<file path="src/rtl/pcileech_sysctl_pkg.sv">
// Shared types for the system-control block: core-reset sequencer states and
// the hold-counter width helper.
package pcileech_sysctl_pkg;

    typedef enum logic [1:0] {
        S_POR   = 2'd0,
        S_RUN   = 2'd1,
        S_PERST = 2'd2,
        S_HOLD  = 2'd3
    } sysctl_state_t;

    // Hold counter must be able to represent RST_CYCLES itself.
    function automatic int hold_cnt_width(input int rst_cycles);
        return $clog2(rst_cycles + 1);
    endfunction

endpackage

</file>
<file path="src/rtl/pcileech_led_stretch.sv">
// One LED channel: retriggerable activity stretcher combined with a static
// level and the shared blink overlay, registered at the output.
module pcileech_led_stretch #(
    parameter int STRETCH_BITS = 22
) (
    input  logic clk,
    input  logic rst_n,
    input  logic i_act,
    input  logic i_state,
    input  logic i_blink,
    output logic o_led
);

    logic [STRETCH_BITS-1:0] r_cnt;
    logic                    r_led;
    logic                    w_active;

    assign w_active = (r_cnt != '0);

    always_ff @(posedge clk) begin
        if (!rst_n) begin
            r_cnt <= '0;
            r_led <= 1'b0;
        end else begin
            if (i_act) begin
                r_cnt <= '1;
            end else if (w_active) begin
                r_cnt <= r_cnt - 1'b1;
            end
            r_led <= i_state ^ w_active ^ i_blink;
        end
    end

    assign o_led = r_led;

endmodule

</file>
<file path="src/rtl/pcileech_sysctl_rstled.sv">
// System control: free-running tick counter, sequenced core reset (power-on,
// software request, PCIe PERST#), config-reload pulse and LED channels.
module pcileech_sysctl_rstled
    import pcileech_sysctl_pkg::*;
#(
    parameter int RST_CYCLES        = 64,
    parameter int NUM_LED           = 2,
    parameter int BLINK_BIT         = 24,
    parameter int BLINK_WINDOW_BIT  = 27,
    parameter int STRETCH_BITS      = 22,
    parameter int PERST_SYNC_STAGES = 2,
    parameter int PERST_RESET_EN    = 1
) (
    input  logic               clk,
    input  logic               rst_n,
    input  logic               i_pcie_perst_n,
    input  logic               i_pcie_present,
    input  logic               i_sw_rst_req,
    input  logic [NUM_LED-1:0] i_led_act,
    input  logic [NUM_LED-1:0] i_led_state,
    output logic [63:0]        o_tickcount64,
    output logic               o_rst,
    output logic               o_rst_com_n,
    output logic               o_rst_cfg_reload,
    output logic [NUM_LED-1:0] o_led_out
);

    localparam int             CNT_W    = hold_cnt_width(RST_CYCLES);
    localparam logic [CNT_W-1:0] CNT_LAST = CNT_W'(RST_CYCLES - 1);
    localparam logic           PERST_EN = (PERST_RESET_EN != 0);

    (* ASYNC_REG = "TRUE" *) logic [PERST_SYNC_STAGES-1:0] r_perst_sync;
    (* ASYNC_REG = "TRUE" *) logic [PERST_SYNC_STAGES-1:0] r_present_sync;

    logic [63:0]      r_tick;
    sysctl_state_t    r_state;
    sysctl_state_t    w_state_next;
    logic [CNT_W-1:0] r_cnt;
    logic [CNT_W-1:0] w_cnt_next;
    logic             r_perst_flag;
    logic             w_perst_flag_next;
    logic             w_reload_next;
    logic             r_rst;
    logic             r_rst_com_n;
    logic             r_rst_cfg_reload;
    logic             w_perst_hit;
    logic             w_blink;
    logic [NUM_LED-1:0] w_led;

    // PERST# and present travel through the same stages so they stay aligned.
    always_ff @(posedge clk) begin
        if (!rst_n) begin
            r_perst_sync   <= '1;
            r_present_sync <= '1;
        end else begin
            r_perst_sync   <= {r_perst_sync[PERST_SYNC_STAGES-2:0], i_pcie_perst_n};
            r_present_sync <= {r_present_sync[PERST_SYNC_STAGES-2:0], i_pcie_present};
        end
    end

    assign w_perst_hit = PERST_EN & ~r_perst_sync[PERST_SYNC_STAGES-1]
                                  &  r_present_sync[PERST_SYNC_STAGES-1];

    always_comb begin
        w_state_next      = r_state;
        w_cnt_next        = r_cnt;
        w_perst_flag_next = r_perst_flag;
        w_reload_next     = 1'b0;
        case (r_state)
            S_POR: begin
                if (r_cnt == CNT_LAST) begin
                    w_state_next = S_RUN;
                    w_cnt_next   = '0;
                end else begin
                    w_cnt_next = r_cnt + 1'b1;
                end
            end
            S_RUN: begin
                if (w_perst_hit) begin
                    w_state_next = S_PERST;
                end else if (i_sw_rst_req) begin
                    w_state_next = S_HOLD;
                    w_cnt_next   = '0;
                end
            end
            S_PERST: begin
                if (!w_perst_hit) begin
                    w_state_next      = S_HOLD;
                    w_cnt_next        = '0;
                    w_perst_flag_next = 1'b1;
                end
            end
            S_HOLD: begin
                if (w_perst_hit) begin
                    w_state_next = S_PERST;
                end else if (i_sw_rst_req) begin
                    w_cnt_next = '0;
                end else if (r_cnt == CNT_LAST) begin
                    w_state_next      = S_RUN;
                    w_cnt_next        = '0;
                    w_reload_next     = r_perst_flag;
                    w_perst_flag_next = 1'b0;
                end else begin
                    w_cnt_next = r_cnt + 1'b1;
                end
            end
            default: begin
                w_state_next = S_POR;
                w_cnt_next   = '0;
            end
        endcase
    end

    // Reset outputs are derived from the next state so they line up with it.
    always_ff @(posedge clk) begin
        if (!rst_n) begin
            r_tick           <= '0;
            r_state          <= S_POR;
            r_cnt            <= '0;
            r_perst_flag     <= 1'b0;
            r_rst            <= 1'b1;
            r_rst_com_n      <= 1'b0;
            r_rst_cfg_reload <= 1'b0;
        end else begin
            r_tick           <= r_tick + 64'd1;
            r_state          <= w_state_next;
            r_cnt            <= w_cnt_next;
            r_perst_flag     <= w_perst_flag_next;
            r_rst            <= (w_state_next != S_RUN);
            r_rst_com_n      <= (w_state_next == S_RUN);
            r_rst_cfg_reload <= w_reload_next;
        end
    end

    assign w_blink = r_tick[BLINK_BIT] & ((r_tick >> BLINK_WINDOW_BIT) == 64'd0);

    generate
        for (genvar gi = 0; gi < NUM_LED; gi++) begin : g_led
            pcileech_led_stretch #(
                .STRETCH_BITS(STRETCH_BITS)
            ) u_led (
                .clk    (clk),
                .rst_n  (rst_n),
                .i_act  (i_led_act[gi]),
                .i_state(i_led_state[gi]),
                .i_blink(w_blink),
                .o_led  (w_led[gi])
            );
        end
    endgenerate

    assign o_tickcount64    = r_tick;
    assign o_rst            = r_rst;
    assign o_rst_com_n      = r_rst_com_n;
    assign o_rst_cfg_reload = r_rst_cfg_reload;
    assign o_led_out        = w_led;

endmodule

</file>
<file path="config.mk">
export PLATFORM = sky130hd
export DESIGN_NAME = pcileech_sysctl_rstled
export DESIGN_NICKNAME = d
export VERILOG_FILES = /design/src/rtl/pcileech_sysctl_pkg.sv /design/src/rtl/pcileech_led_stretch.sv /design/src/rtl/pcileech_sysctl_rstled.sv
export SDC_FILE = /design/constraint.sdc
export NUM_CORES = 1
export LEC_CHECK = 0
export BUFFER_PORTS_ARGS = -buffer_cell sky130_fd_sc_hd__buf_2
export CAP_MARGIN = 20
export CORE_ASPECT_RATIO = 0.8
export CORE_MARGIN = 3
export CORE_UTILIZATION = 65
export CTS_BUF_LIST = sky130_fd_sc_hd__clkbuf_4
export DETAILED_ROUTE_END_ITERATION = 10
export PLACE_DENSITY = 0.88
export SLEW_MARGIN = 0
export SYNTH_ARGS = -nofsm -noshare
export SYNTH_HDL_FRONTEND = slang
export SYNTH_HIERARCHICAL = 1
export SYNTH_SLANG_ARGS = --single-unit
</file>
<file path="constraint.sdc">
create_clock -name clk -period 4.76 [get_ports clk]
set_input_delay 0.476 -clock clk [delete_from_list [all_inputs] [get_ports clk]]
set_output_delay 0.476 -clock clk [all_outputs]
set_load 0.02 [all_outputs]
</file>
[Word-level counts from Yosys, hierarchy flattened]
Index checks and enable logic that the tools add are counted.
Storage, ports and cells
  bits in registers: 127
  bits in latches: 0
  bits in writable memories: 0
  ROM bits: 0
  input bits: 9
  output and inout bits: 69
  word-level logic and storage cells: 72
  memories kept: 0
Operators by class
  $add $sub $neg: 4
  multiply operators: 0
  divide/modulo/power cells: 0
  $lt $le $gt $ge: 0
  equality and inequality tests: 12
  shifts and indexed selects: 0
  mux-type cells: 23
  bitwise operators: 10
  reductions and logical operators: 10
Operator list (count)
  $mux 22: 4
  $add 64x1->64 const B: 1
  $logic_not 64->1: 1
  $reduce_bool 22->1: 2
  $sub 22x1->22 const B: 2
  $mux 7: 6
  $pmux 7 s4: 1
  $mux 2: 6
  $ne 2x2->1 const B: 6
  $pmux 2 s4: 1
  $add 7x1->7 const B: 1
  $eq 7x6->1 const B: 1
  $reduce_bool 2->1: 3
  $reduce_and 5->1: 1
  $reduce_or 5->1: 1
  $eq 2x1->1 const B: 2
  $eq 2x2->1 const B: 2
  $mux 1: 4
  $not 1->1: 4
  $reduce_and 4->1: 1
  $xor 1x1->1: 4
  $and 1x1->1: 2
  $logic_not 2->1: 1
  $ne 2x1->1 const B: 1
  $pmux 1 s2: 1

[Depth between registers and ports, before layout]
Gate-level depths: netlist of run 1.
  word-level depth: 6
  depth in mapped cells: 8

[By module]
Netlist of run 1, hierarchy kept.
By module, submodules not included
  pcileech_sysctl_rstled: times used 1, cells each 444, area an instance 3722.3 µm², sequential area each 1621.6 µm²
  pcileech_led_stretch: times used 2, cells each 134, area an instance 1227.4 µm², sequential area each 460.4 µm²

[Worst setup path before layout of run 1]
No wires, ideal clock.
  kind: register -> register
  start point: register r_tick[36] (netlist: o_tickcount64[36])
  end point: register r_tick[60] (netlist: o_tickcount64[60])
  setup time: 0.071 ns
  arrival time: 2.182 ns
  required time: 4.689 ns
  path slack: 2.508 ns
  stages on the path, launching flop included: 9
  path buffers: 3
  clock period less this slack: 2.252 ns
  path through: dfxtp_1 buf_4 and4_1 buf_6 nand4_4 or4_1 buf_2 or4_1 a21oi_1
Between the ends
  cells in the longest elaborated chain, start to end: 1
RTL lines
  start, declared: line pcileech_sysctl_rstled.sv:35  | logic [63:0] r_tick;
  start signal, assigned: line pcileech_sysctl_rstled.sv:125  | r_tick <= r_tick + 64'd1;
  $add 64x1->64: line pcileech_sysctl_rstled.sv:125
No other way between the ends.
A chain may end at the register's enable or synchronous reset.

[Worst setup path in the final report of run 1]
  start point: register r_tick[4] (netlist: o_tickcount64[4])
  end point: register r_tick[62] (netlist: o_tickcount64[62])
The elaborated chain is that of the path after synthesis.

==> results of run 1 <==
-- worst max-delay path by stage --
stage,cells after the start,from,end
after floorplan,8,o_tickcount64[36],o_tickcount64[60]
after detailed placement,5,o_tickcount64[10],o_tickcount64[62]
after global placement,5,o_tickcount64[10],o_tickcount64[62]
after global routing,5,o_tickcount64[10],o_tickcount64[62]
after CTS,5,o_tickcount64[10],o_tickcount64[62]
final,5,o_tickcount64[4],o_tickcount64[62]
-- metrics by stage --
step                cells  area [um2]  setup WS [ps]
CTS                   900        6790           1880
finish                901        6810           1830
global route          901        6810           1530
detailed placement    868        6560           1910
global placement      868        6560           2090
floorplan             712        6180           2510
-- worst register-to-register path, delay by kind of cell (launching register included) --
kind             cells  cell delay (ps)
flip-flops           1              430
AND/OR/NAND/NOR      4             2260
AO/OA/AOI/OAI        1              180
-- cell usage in the layout (no fill, tap or decap), types with 7 or more instances in the layout --
master / n
a21oi_1: 33
and2_1: 8
and3_1: 8
and4_1: 8
buf_2: 77
clkbuf_4: 21
dfxtp_1: 127
inv_1: 16
nand2_1: 40
nand2b_1: 7
nand3_1: 23
nand4_1: 32
nor2_1: 56
nor3_1: 11
nor4_1: 41
o21a_1: 42
o21ai_0: 23
o21ai_1: 10
o31ai_1: 11
or2_2: 7
or3_1: 26
or4_1: 20
xnor2_1: 31
xor2_1: 47
-- layer usage --
layer / vias to the layer above / GRT usage
met5: - / 0
met4: 0 / 0.0772
met3: 39 / 0.0873
met2: 229 / 0.440
met1: 2660 / 0.340
li1: 2741 / -
-- power by group --
group	switching, W	total, W	internal (W)
Combinational	0.0000918	0.000166	0.0000740
Clock	0.000369	0.000638	0.000269
Sequential	0.0000394	0.00114	0.00110
Total	0.000500	0.00194	0.00144
-- logic make-up after synthesis --
group	count (synthesis)	synth area share
AO/OA/AOI/OAI	146	0.153
AND/OR/NAND/NOR	301	0.278
adder cells (fa/ha/maj)	4	0.00810
XOR/XNOR	78	0.111
flip-flops	127	0.412
buffers and inverters	54	0.0356
multiplexers	2	0.00324
-- area by class of cell --
cell class              count  area share
inverters                  17     0.00937
multi-input cells         531       0.501
flip-flops and latches    127       0.373
repair buffers             79      0.0606
well taps                 115      0.0211
clock buffers              21      0.0232
clock inverters            11      0.0108
-- sequential cells by signal, indices dropped and copies added, names as in the netlist --
| register | count |
|---|---|
| g_led.u_led/o_led | 2 |
| r_state | 2 |
| r_perst_sync | 2 |
| r_present_sync | 2 |
| o_rst | 1 |
| o_rst_cfg_reload | 1 |
| g_led.u_led/r_cnt | 44 |
| r_perst_flag | 1 |
| r_cnt | 7 |
| o_rst_com_n | 1 |
| o_tickcount64 | 64 |
==> run_summary.xml, run 1 <==
<?xml version="1.0" encoding="UTF-8"?>
<metrics>
  <group name="timing">
    <metric name="skew" unit="ps">17.7</metric>
    <metric name="timing.slew.headroom" unit="">0.470</metric>
    <metric name="fin_worst_hold_slack" unit="ps">150</metric>
    <metric name="fin_tns_setup" unit="ps">0</metric>
    <metric name="setup_repair_after_global_routing_missed_its_margin" unit="">false</metric>
    <metric name="drv_slew" unit="">0</metric>
    <metric name="finalWorstPathRequiredPeriod" unit="ps">2930</metric>
    <metric name="tightest_slew" unit="ps">792</metric>
    <metric name="hold_violation_total_from_the_final_report" unit="">0</metric>
    <metric name="finalCritPeriodShare" unit="">0.615</metric>
    <metric name="clock.fmax" unit="GHz">0.342</metric>
    <metric name="timing.final.setup_violations" unit="">0</metric>
  </group>
  <group name="detailed_routing">
    <metric name="top_layer" unit="">met4</metric>
    <metric name="firstDrtPassIters" unit="">6</metric>
    <metric name="postRouteAntennaNets" unit="">0</metric>
    <metric name="vias_post_dr" unit="">5669</metric>
    <metric name="wl_met2" unit="mm">6.77</metric>
    <metric name="first_iter_violations" unit="">436</metric>
    <metric name="route.detailed.vias_per_inst" unit="">6.29</metric>
    <metric name="met1Wirelength" unit="mm">6.09</metric>
    <metric name="drc" unit="">0</metric>
    <metric name="detailroute.wirelength.met3" unit="mm">1.18</metric>
    <metric name="routed_wire_length_per_instance" unit="um">15.9</metric>
    <metric name="drt-total-wl" unit="mm">14.3</metric>
  </group>
  <group name="synthesis">
    <metric name="synth_async_sr_flop_share" unit="">0</metric>
    <metric name="synthTopCellsByCount" unit="">dfxtp_1 (127), nor2_1 (56), xor2_1 (47)</metric>
    <metric name="synth_sequential_area_ratio" unit="">0.412</metric>
    <metric name="syn-mean-instance-area" unit="um2">8.68</metric>
    <metric name="synth_largest_type_area_fraction" unit="">0.412</metric>
    <metric name="commonest_register_cell_after_synthesis" unit="">dfxtp_1</metric>
    <metric name="synth.largest_area_cell" unit="">dfxtp_1</metric>
    <metric name="synth_edf_count" unit="">0</metric>
    <metric name="count_leader_synth" unit="">dfxtp_1</metric>
    <metric name="synth.lib_cells_used.distinct" unit="">50</metric>
    <metric name="largest_cells_by_area_after_synthesis" unit="">dfxtp_1 (41%), xor2_1 (6.7%), o21a_1 (5.1%), xnor2_1 (4.4%), nor4_1 (4.2%)</metric>
    <metric name="synthesis.area" unit="um2">6180</metric>
    <metric name="syn_inst" unit="">712</metric>
    <metric name="flip_flop_and_latch_count_after_synthesis" unit="">127</metric>
    <metric name="yosysWarnings" unit="">6</metric>
    <metric name="postSynthNetCount" unit="">725</metric>
  </group>
  <group name="critical_path">
    <metric name="critical_path.most_common_cell" unit="">nand4_1</metric>
    <metric name="critical_path.reg2reg.endpoint" unit="">o_tickcount64[62]</metric>
    <metric name="critical_path.startpoint_type" unit="">register</metric>
    <metric name="setup.worst_path.class" unit="">reg -&gt; reg</metric>
    <metric name="worst-r2r-setup-slack" unit="ps">1830</metric>
    <metric name="worst_path_largest_cell_delay" unit="ps">700</metric>
    <metric name="cpMaxStageDelayCell" unit="">nor2_1</metric>
    <metric name="crit_path_cell_chain" unit="">nand4_1, nor2_1, nand4_1, or4_1, a21oi_1</metric>
    <metric name="worstPathArrival" unit="ps">3370</metric>
    <metric name="critical_path.top_delay_family" unit="">simple AND/OR/NAND/NOR gates</metric>
    <metric name="worst-path-buf-inv" unit="">0</metric>
    <metric name="critical_path.max_fanout" unit="">13</metric>
    <metric name="worst-endpoint-required" unit="ps">5210</metric>
    <metric name="r2r_path_start" unit="">o_tickcount64[4]</metric>
    <metric name="timing.reg2reg.worst_path_depth" unit="">5</metric>
    <metric name="cp-end-kind" unit="">register</metric>
  </group>
  <group name="clock_tree">
    <metric name="clk_latency" unit="ps">520</metric>
    <metric name="post-cts-setup-buffers" unit="">0</metric>
    <metric name="cts_hold_buffers" unit="">0</metric>
    <metric name="htreeDepth" unit="">4</metric>
    <metric name="clkSlewWorstSetupHoldPaths" unit="ps">110</metric>
    <metric name="cts_made_buffers" unit="">17</metric>
    <metric name="clock_tree.root_cell" unit="">clkbuf_4</metric>
    <metric name="ctsResizeCount" unit="">0</metric>
    <metric name="clk_path_buf_depth" unit="">2</metric>
    <metric name="cts_num_sinks" unit="">127</metric>
    <metric name="cts_tree" unit="">done</metric>
  </group>
  <group name="layout">
    <metric name="antennaDiodeCount" unit="">0</metric>
    <metric name="fillers" unit="">671</metric>
    <metric name="register_area" unit="um2">2540</metric>
    <metric name="syn2layout_area_growth" unit="%">10.2</metric>
    <metric name="area_used_by_multi_input_combinational_logic" unit="um2">3410</metric>
    <metric name="final_util" unit="">0.744</metric>
    <metric name="layout-drive-gt1-share" unit="">0.156</metric>
    <metric name="final_net_count" unit="">786</metric>
  </group>
  <group name="placed_design">
    <metric name="place_hpwl" unit="mm">9.81</metric>
    <metric name="gpl.final_weighted_congestion" unit="">0.847</metric>
    <metric name="portBuffers" unit="">77</metric>
  </group>
  <group name="run_status">
    <metric name="status" unit="">finished clean</metric>
  </group>
  <group name="hold_path">
    <metric name="hold_end" unit="">r_perst_sync[0]</metric>
    <metric name="timing.hold.worst_path_depth" unit="">2</metric>
    <metric name="holdCritStartpoint" unit="">i_pcie_perst_n</metric>
    <metric name="holdCritPathClass" unit="">in -&gt; reg</metric>
  </group>
  <group name="floorplan">
    <metric name="chipHeight" unit="um">93.2</metric>
    <metric name="design.die.area" unit="um2">10700</metric>
    <metric name="floorplan.io_pins" unit="">78</metric>
    <metric name="width_of_the_die" unit="um">115</metric>
    <metric name="floorplan.rows" unit="">31</metric>
    <metric name="initial_core_util" unit="">0.675</metric>
    <metric name="core-area" unit="um2">9150</metric>
  </group>
  <group name="pwr">
    <metric name="power.density" unit="nW/um2">285</metric>
    <metric name="leakage" unit="nW">2.56</metric>
    <metric name="irDropWorstVdd" unit="mV">0.211</metric>
    <metric name="power.total" unit="W">0.00194</metric>
  </group>
  <group name="global_route">
    <metric name="antenna_found_initial" unit="">0</metric>
    <metric name="grt.overflow.total" unit="">0</metric>
    <metric name="grt_pass1_vias" unit="">5111</metric>
    <metric name="grt_pass1_wl" unit="mm">23.7</metric>
    <metric name="grt_usage" unit="">0.269</metric>
    <metric name="grt_start_max_net_pins" unit="">64</metric>
  </group>
  <group name="job">
    <metric name="cap_viol_max_count" unit="">0</metric>
  </group>
</metrics>
Power figures use the tool's default switching activity.
==> inputs of run 2 (changes only) <==
- CORE_UTILIZATION: 65 -> 60
- PLACE_DENSITY: 0.88 -> 0.82
- clock period: 4.76 -> 2.75 ns (I/O delays scaled with it)
==> run_summary.xml, run 2 (synthesized netlist as in run 1, its figures left out) <==
<?xml version="1.0" encoding="UTF-8"?>
<metrics>
  <group name="run_status">
    <metric name="status" unit="">finished clean</metric>
  </group>
  <group name="layout">
    <metric name="flip_flop_count_of_the_largest_register_all_copies_and_words_added" unit="">64</metric>
    <metric name="finalInstanceArea" unit="um2">6980</metric>
    <metric name="final_net_count" unit="">799</metric>
    <metric name="layout-drive-gt1-share" unit="">0.168</metric>
    <metric name="fillers" unit="">817</metric>
    <metric name="layout.cells.most_common_list" unit="">dfxtp_1 (127), buf_2 (77), nor2_1 (56)</metric>
    <metric name="layout_commonest_cell" unit="">dfxtp_1</metric>
    <metric name="syn2layout_area_growth" unit="%">13.0</metric>
    <metric name="final_util" unit="">0.709</metric>
    <metric name="antennaDiodeCount" unit="">0</metric>
  </group>
  <group name="timing">
    <metric name="timing.slew.headroom" unit="">0.522</metric>
    <metric name="skew" unit="ps">17.0</metric>
    <metric name="hold_violation_total_from_the_final_report" unit="">0</metric>
    <metric name="setup_repair_after_global_routing_missed_its_margin" unit="">false</metric>
    <metric name="timing.final.setup_violations" unit="">0</metric>
    <metric name="finalCritPeriodShare" unit="">0.867</metric>
    <metric name="clock.fmax" unit="GHz">0.420</metric>
    <metric name="finalWorstPathRequiredPeriod" unit="ps">2380</metric>
    <metric name="fin_tns_setup" unit="ps">0</metric>
    <metric name="drv_slew" unit="">0</metric>
    <metric name="tightest_slew" unit="ps">711</metric>
  </group>
  <group name="critical_path">
    <metric name="cpMaxStageDelayCell" unit="">or4_1</metric>
    <metric name="critical_path.startpoint_type" unit="">register</metric>
    <metric name="critical_path.max_fanout" unit="">7</metric>
    <metric name="worstPathArrival" unit="ps">2810</metric>
    <metric name="worst_path_largest_cell_delay" unit="ps">670</metric>
    <metric name="crit_path_cell_chain" unit="">or4_1, nor4_2, a2111oi_0, xor2_1, o21a_1</metric>
    <metric name="critical_path.top_delay_family" unit="">simple AND/OR/NAND/NOR gates</metric>
    <metric name="setup.worst_path.class" unit="">reg -&gt; reg</metric>
    <metric name="cp-end-kind" unit="">register</metric>
    <metric name="worst-endpoint-required" unit="ps">3180</metric>
    <metric name="worst-r2r-setup-slack" unit="ps">370</metric>
    <metric name="worst-path-buf-inv" unit="">0</metric>
  </group>
  <group name="hold_path">
    <metric name="holdCritPathClass" unit="">in -&gt; reg</metric>
  </group>
  <group name="clock_tree">
    <metric name="clkSlewWorstSetupHoldPaths" unit="ps">110</metric>
    <metric name="htreeDepth" unit="">4</metric>
    <metric name="cts_made_buffers" unit="">17</metric>
    <metric name="post-cts-setup-buffers" unit="">0</metric>
    <metric name="clk_path_buf_depth" unit="">2</metric>
    <metric name="clock_tree.root_cell" unit="">clkbuf_4</metric>
    <metric name="cts_num_sinks" unit="">127</metric>
    <metric name="clk_latency" unit="ps">530</metric>
    <metric name="cts_tree" unit="">done</metric>
  </group>
  <group name="detailed_routing">
    <metric name="route.detailed.vias_per_inst" unit="">6.10</metric>
    <metric name="vias_post_dr" unit="">5704</metric>
    <metric name="routed_wire_length_per_instance" unit="um">15.9</metric>
    <metric name="postRouteAntennaNets" unit="">0</metric>
    <metric name="drt-total-wl" unit="mm">14.8</metric>
    <metric name="firstDrtPassIters" unit="">5</metric>
    <metric name="first_iter_violations" unit="">544</metric>
    <metric name="drc" unit="">0</metric>
  </group>
  <group name="floorplan">
    <metric name="width_of_the_die" unit="um">119</metric>
    <metric name="core-area" unit="um2">9850</metric>
    <metric name="design.die.area" unit="um2">11600</metric>
    <metric name="initial_core_util" unit="">0.627</metric>
    <metric name="chipHeight" unit="um">96.8</metric>
    <metric name="floorplan.io_pins" unit="">78</metric>
    <metric name="floorplan.rows" unit="">32</metric>
  </group>
  <group name="pwr">
    <metric name="irDropWorstVdd" unit="mV">0.470</metric>
    <metric name="power.density" unit="nW/um2">512</metric>
    <metric name="leakage" unit="nW">2.63</metric>
  </group>
  <group name="job">
    <metric name="cap_viol_max_count" unit="">0</metric>
  </group>
  <group name="placed_design">
    <metric name="portBuffers" unit="">77</metric>
    <metric name="area_after_dpl" unit="um2">6670</metric>
    <metric name="place_hpwl" unit="mm">10.3</metric>
    <metric name="gpl.final_weighted_congestion" unit="">0.940</metric>
  </group>
  <group name="global_route">
    <metric name="antenna_found_initial" unit="">0</metric>
    <metric name="grt_pass1_wl" unit="mm">24.4</metric>
    <metric name="grt_start_max_net_pins" unit="">61</metric>
    <metric name="grt_usage" unit="">0.253</metric>
    <metric name="grt.overflow.total" unit="">0</metric>
    <metric name="grt_pass1_vias" unit="">5343</metric>
  </group>
</metrics>
-- run 2: changes by cell type in the layout (fill, tap and decap cells not counted), sizes merged --
cell         change
clkbuf           -3
buf             +10
dlygate4sd3      +3
bufinv           +2
clkinv           -1
clkinvlp         +2
-- run 2: through the flow --
step	setup WS [ps]	instances	power, W	hold slack (ps)
4_1_cts	404	935	0.00358	133
3_3_place_gp	556	900	0.00228	417
2_1_floorplan	498	712	0.00223	348
3_5_place_dp	427	900	0.00230	417
6_report	367	935	0.00357	160
5_1_grt	233	935	0.00372	140
-- run 2: timing repair --
action,4_1_cts,5_1_grt
hold buffers,3,0
gates resized for setup,0,0
hold endpoints to repair,3,0
-- run 2: layer usage --
layer / track usage / vias up / share of wire
met2: 0.395 / 209 / 0.47
met5: 0 / - / 0
li1: - / 2763 / -
met1: 0.334 / 2710 / 0.44
met3: 0.0777 / 22 / 0.070
met4: 0.0854 / 0 / 0.016
-- run 2: layout make-up --
cell class | count | area [um2] | area share
multi-input cells | 531 | 3410 | 0.489
clock inverters | 14 | 149 | 0.0213
repair buffers | 92 | 505 | 0.0724
inverters | 17 | 63.8 | 0.00914
clock buffers | 18 | 135 | 0.0194
well taps | 136 | 170 | 0.0244
flip-flops and latches | 127 | 2540 | 0.364
-- run 2: worst reg2reg max path, stage by stage (launching register included) --
cell and delay (ps):
dfxtp_1 370, or4_1 670, nor4_2 580, a2111oi_0 280, xor2_1 190, o21a_1 200
-- run 2: path summary, 6_finish.rpt --
path	startpoint	endpoint	cells past startpoint
worst max-delay path	g_led[1].u_led/r_cnt[12]	g_led[1].u_led/r_cnt[15]	5
worst min-delay path	i_led_state[0]	g_led[0].u_led/o_led	4
worst max register to register	g_led[1].u_led/r_cnt[12]	g_led[1].u_led/r_cnt[15]	5
worst min register to register	r_perst_flag	o_rst_cfg_reload	2
-- run 2: where the power goes --
part	switching, W	total, W	internal (W)
Clock	0.000679	0.00130	0.000622
Sequential	0.0000693	0.00197	0.00190
Combinational	0.000165	0.000297	0.000133
==> inputs of run 3 (changes only) <==
- ABC_AREA: default -> 1
- CORE_UTILIZATION: 60 -> 55
- PLACE_DENSITY: 0.82 -> 0.78
- clock period: 2.75 -> 1.9 ns (I/O delays scaled with it)
==> run_summary.xml, run 3 <==
<?xml version="1.0" encoding="UTF-8"?>
<metrics>
  <group name="layout">
    <metric name="area_used_by_multi_input_combinational_logic" unit="um2">4310</metric>
    <metric name="final_net_count" unit="">1261</metric>
    <metric name="layout-drive-gt1-share" unit="">0.167</metric>
    <metric name="antennaDiodeCount" unit="">0</metric>
    <metric name="fillers" unit="">1179</metric>
    <metric name="flip_flop_count_of_the_largest_register_all_copies_and_words_added" unit="">64</metric>
    <metric name="layout_commonest_cell" unit="">nand2_1</metric>
    <metric name="layout.cells.most_common_list" unit="">nand2_1 (312), nor2_1 (231), dfxtp_1 (125)</metric>
    <metric name="register_area" unit="um2">2540</metric>
    <metric name="final_cells" unit="">1431</metric>
    <metric name="syn2layout_area_growth" unit="%">14.9</metric>
  </group>
  <group name="timing">
    <metric name="hold_violation_total_from_the_final_report" unit="">0</metric>
    <metric name="fin_tns_setup" unit="ps">0</metric>
    <metric name="finalCritPeriodShare" unit="">0.933</metric>
    <metric name="layout_setup_ws" unit="ps">127</metric>
    <metric name="skew" unit="ps">17.6</metric>
    <metric name="drv_slew" unit="">0</metric>
    <metric name="timing.slew.headroom" unit="">0.715</metric>
    <metric name="clock.fmax" unit="GHz">0.564</metric>
    <metric name="setup_repair_after_global_routing_missed_its_margin" unit="">false</metric>
    <metric name="tightest_slew" unit="ps">424</metric>
    <metric name="timing.final.setup_violations" unit="">0</metric>
    <metric name="fin_worst_hold_slack" unit="ps">350</metric>
    <metric name="finalWorstPathRequiredPeriod" unit="ps">1770</metric>
  </group>
  <group name="placed_design">
    <metric name="portBuffers" unit="">77</metric>
    <metric name="place_hpwl" unit="mm">16.7</metric>
    <metric name="gpl.final_weighted_congestion" unit="">1.01</metric>
    <metric name="preCtsSetupSlack" unit="ps">144</metric>
    <metric name="post-place-cells" unit="">1392</metric>
  </group>
  <group name="synthesis">
    <metric name="largest_cells_by_area_after_synthesis" unit="">dfxtp_1 (35%), nand2_1 (16%), nor2_1 (12%), a21oi_1 (4.9%), nand3_1 (4.5%)</metric>
    <metric name="synth_async_sr_flop_share" unit="">0</metric>
    <metric name="synth_largest_type_area_fraction" unit="">0.349</metric>
    <metric name="synthesis.area" unit="um2">7280</metric>
    <metric name="synth_edf_count" unit="">0</metric>
    <metric name="syn-mean-instance-area" unit="um2">6.42</metric>
    <metric name="count_leader_synth" unit="">nand2_1</metric>
    <metric name="flip_flop_and_latch_count_after_synthesis" unit="">127</metric>
    <metric name="synth.lib_cells_used.distinct" unit="">37</metric>
    <metric name="commonest_register_cell_after_synthesis" unit="">dfxtp_1</metric>
    <metric name="synth.largest_area_cell" unit="">dfxtp_1</metric>
    <metric name="yosysWarnings" unit="">6</metric>
    <metric name="synthTopCellsByCount" unit="">nand2_1 (313), nor2_1 (233), dfxtp_1 (127)</metric>
    <metric name="postSynthNetCount" unit="">1147</metric>
    <metric name="syn_inst" unit="">1134</metric>
    <metric name="synth_sequential_area_ratio" unit="">0.349</metric>
  </group>
  <group name="hold_path">
    <metric name="holdCritPathClass" unit="">in -&gt; reg</metric>
    <metric name="timing.hold.worst_path_depth" unit="">3</metric>
    <metric name="holdCritStartpoint" unit="">i_pcie_present</metric>
    <metric name="hold_end" unit="">r_present_sync[0]</metric>
  </group>
  <group name="global_route">
    <metric name="grt_pass1_wl" unit="mm">34.7</metric>
    <metric name="grt_start_max_net_pins" unit="">32</metric>
    <metric name="grt_usage" unit="">0.301</metric>
    <metric name="grt.overflow.total" unit="">0</metric>
    <metric name="grt_pass1_vias" unit="">6840</metric>
    <metric name="antenna_found_initial" unit="">0</metric>
  </group>
  <group name="clock_tree">
    <metric name="cts_num_sinks" unit="">127</metric>
    <metric name="htreeDepth" unit="">4</metric>
    <metric name="clk_path_buf_depth" unit="">2</metric>
    <metric name="post-cts-setup-buffers" unit="">0</metric>
    <metric name="cts_tree" unit="">done</metric>
    <metric name="clock_tree.root_cell" unit="">clkbuf_4</metric>
    <metric name="clkSlewWorstSetupHoldPaths" unit="ps">110</metric>
    <metric name="clk_latency" unit="ps">550</metric>
    <metric name="cts_made_buffers" unit="">17</metric>
  </group>
  <group name="critical_path">
    <metric name="timing.reg2reg.worst_path_depth" unit="">9</metric>
    <metric name="critical_path.startpoint_type" unit="">register</metric>
    <metric name="critical_path.max_fanout" unit="">5</metric>
    <metric name="setup.worst_path.class" unit="">reg -&gt; reg</metric>
    <metric name="critical_path.reg2reg.endpoint" unit="">o_tickcount64[36]</metric>
    <metric name="worst-r2r-setup-slack" unit="ps">130</metric>
    <metric name="worst-endpoint-required" unit="ps">2330</metric>
    <metric name="cp-end-kind" unit="">register</metric>
    <metric name="r2r_path_start" unit="">o_tickcount64[25]</metric>
    <metric name="worstPathArrival" unit="ps">2200</metric>
  </group>
  <group name="floorplan">
    <metric name="initial_core_util" unit="">0.579</metric>
    <metric name="floorplan.io_pins" unit="">78</metric>
    <metric name="chipHeight" unit="um">109</metric>
    <metric name="floorplan.rows" unit="">36</metric>
    <metric name="core-area" unit="um2">12600</metric>
    <metric name="design.die.area" unit="um2">14700</metric>
    <metric name="width_of_the_die" unit="um">135</metric>
  </group>
  <group name="pwr">
    <metric name="irDropWorstVdd" unit="mV">0.425</metric>
    <metric name="power.density" unit="nW/um2">636</metric>
    <metric name="leakage" unit="nW">3.21</metric>
  </group>
  <group name="run_status">
    <metric name="status" unit="">finished clean</metric>
  </group>
  <group name="detailed_routing">
    <metric name="route.detailed.vias_per_inst" unit="">5.43</metric>
    <metric name="vias_post_dr" unit="">7776</metric>
    <metric name="first_iter_violations" unit="">803</metric>
    <metric name="firstDrtPassIters" unit="">6</metric>
    <metric name="postRouteAntennaNets" unit="">0</metric>
    <metric name="drc" unit="">0</metric>
    <metric name="drt-total-wl" unit="mm">21.6</metric>
    <metric name="routed_wire_length_per_instance" unit="um">15.1</metric>
  </group>
  <group name="job">
    <metric name="cap_viol_max_count" unit="">0</metric>
  </group>
</metrics>
-- run 3: cell families after synthesis --
logic type                 synth area share
xor gates and xnor gates             0.0193
DFF                                   0.349
buffers and inverters                0.0610
and+or+nand+nor                       0.481
adders and majority gates           0.00688
AOI/OAI and AO/OA                    0.0825
-- run 3: per-stage QoR --
step	instance area (um2)	util	total power, W
6_report	8360	0.665	0.00532
5_1_grt	8360	0.665	0.00555
4_1_cts	8340	0.664	0.00534
3_5_place_dp	7990	0.636	0.00345
3_3_place_gp	7990	0.636	0.00344
2_1_floorplan	7280	-	0.00331
-- run 3: per-layer routing --
layer | up-vias | part of all wire | GRT usage
met5 | - | 0 | 0
met4 | 0 | 0.014 | 0.0792
met3 | 33 | 0.10 | 0.0803
met2 | 342 | 0.40 | 0.431
met1 | 3521 | 0.48 | 0.446
li1 | 3880 | - | -
-- run 3: worst max-delay path by stage --
stage	slack (ps)	startpoint	cells past startpoint	end
2_1_floorplan	70	o_tickcount64[0]	10	o_tickcount64[56]
3_5_place_dp	140	o_tickcount64[39]	6	g_led[1].u_led/o_led
3_3_place_gp	130	o_tickcount64[39]	6	g_led[1].u_led/o_led
4_1_cts	80	o_tickcount64[39]	6	g_led[1].u_led/o_led
6_report	130	o_tickcount64[25]	9	o_tickcount64[36]
5_1_grt	0.009	o_tickcount64[22]	8	o_tickcount64[57]
-- run 3: final cells by class --
type / count / share of cell area
clock inverter: 11 / 0.0147
clock buffer: 20 / 0.0180
inverter: 97 / 0.0435
tap: 171 / 0.0256
sequential: 127 / 0.304
timing repair buffer: 111 / 0.0790
multi-input combinational: 894 / 0.515
-- run 3: timing repair --
item / CTS / global route
resized for setup: 0 / 7
hold buffers: 8 / 0
endpoints found under the hold margin: 21 / 0
endpoints found under the setup margin: 0 / 14
-- run 3: critical path, cell delays in order, from the launching register on --
cell	delay (ps)
dfxtp_1	430
nand2_1	130
nor2_1	210
nand2_1	140
nor2_1	250
nand2_1	210
nor2_1	130
nand2_1	60
nand2_1	70
nor2_1	30
-- run 3: power breakdown --
group,switching (W),total (W),internal [W]
clock network,0.000981,0.00190,0.000919
registers,0.0000996,0.00285,0.00275
logic,0.000365,0.000566,0.000201
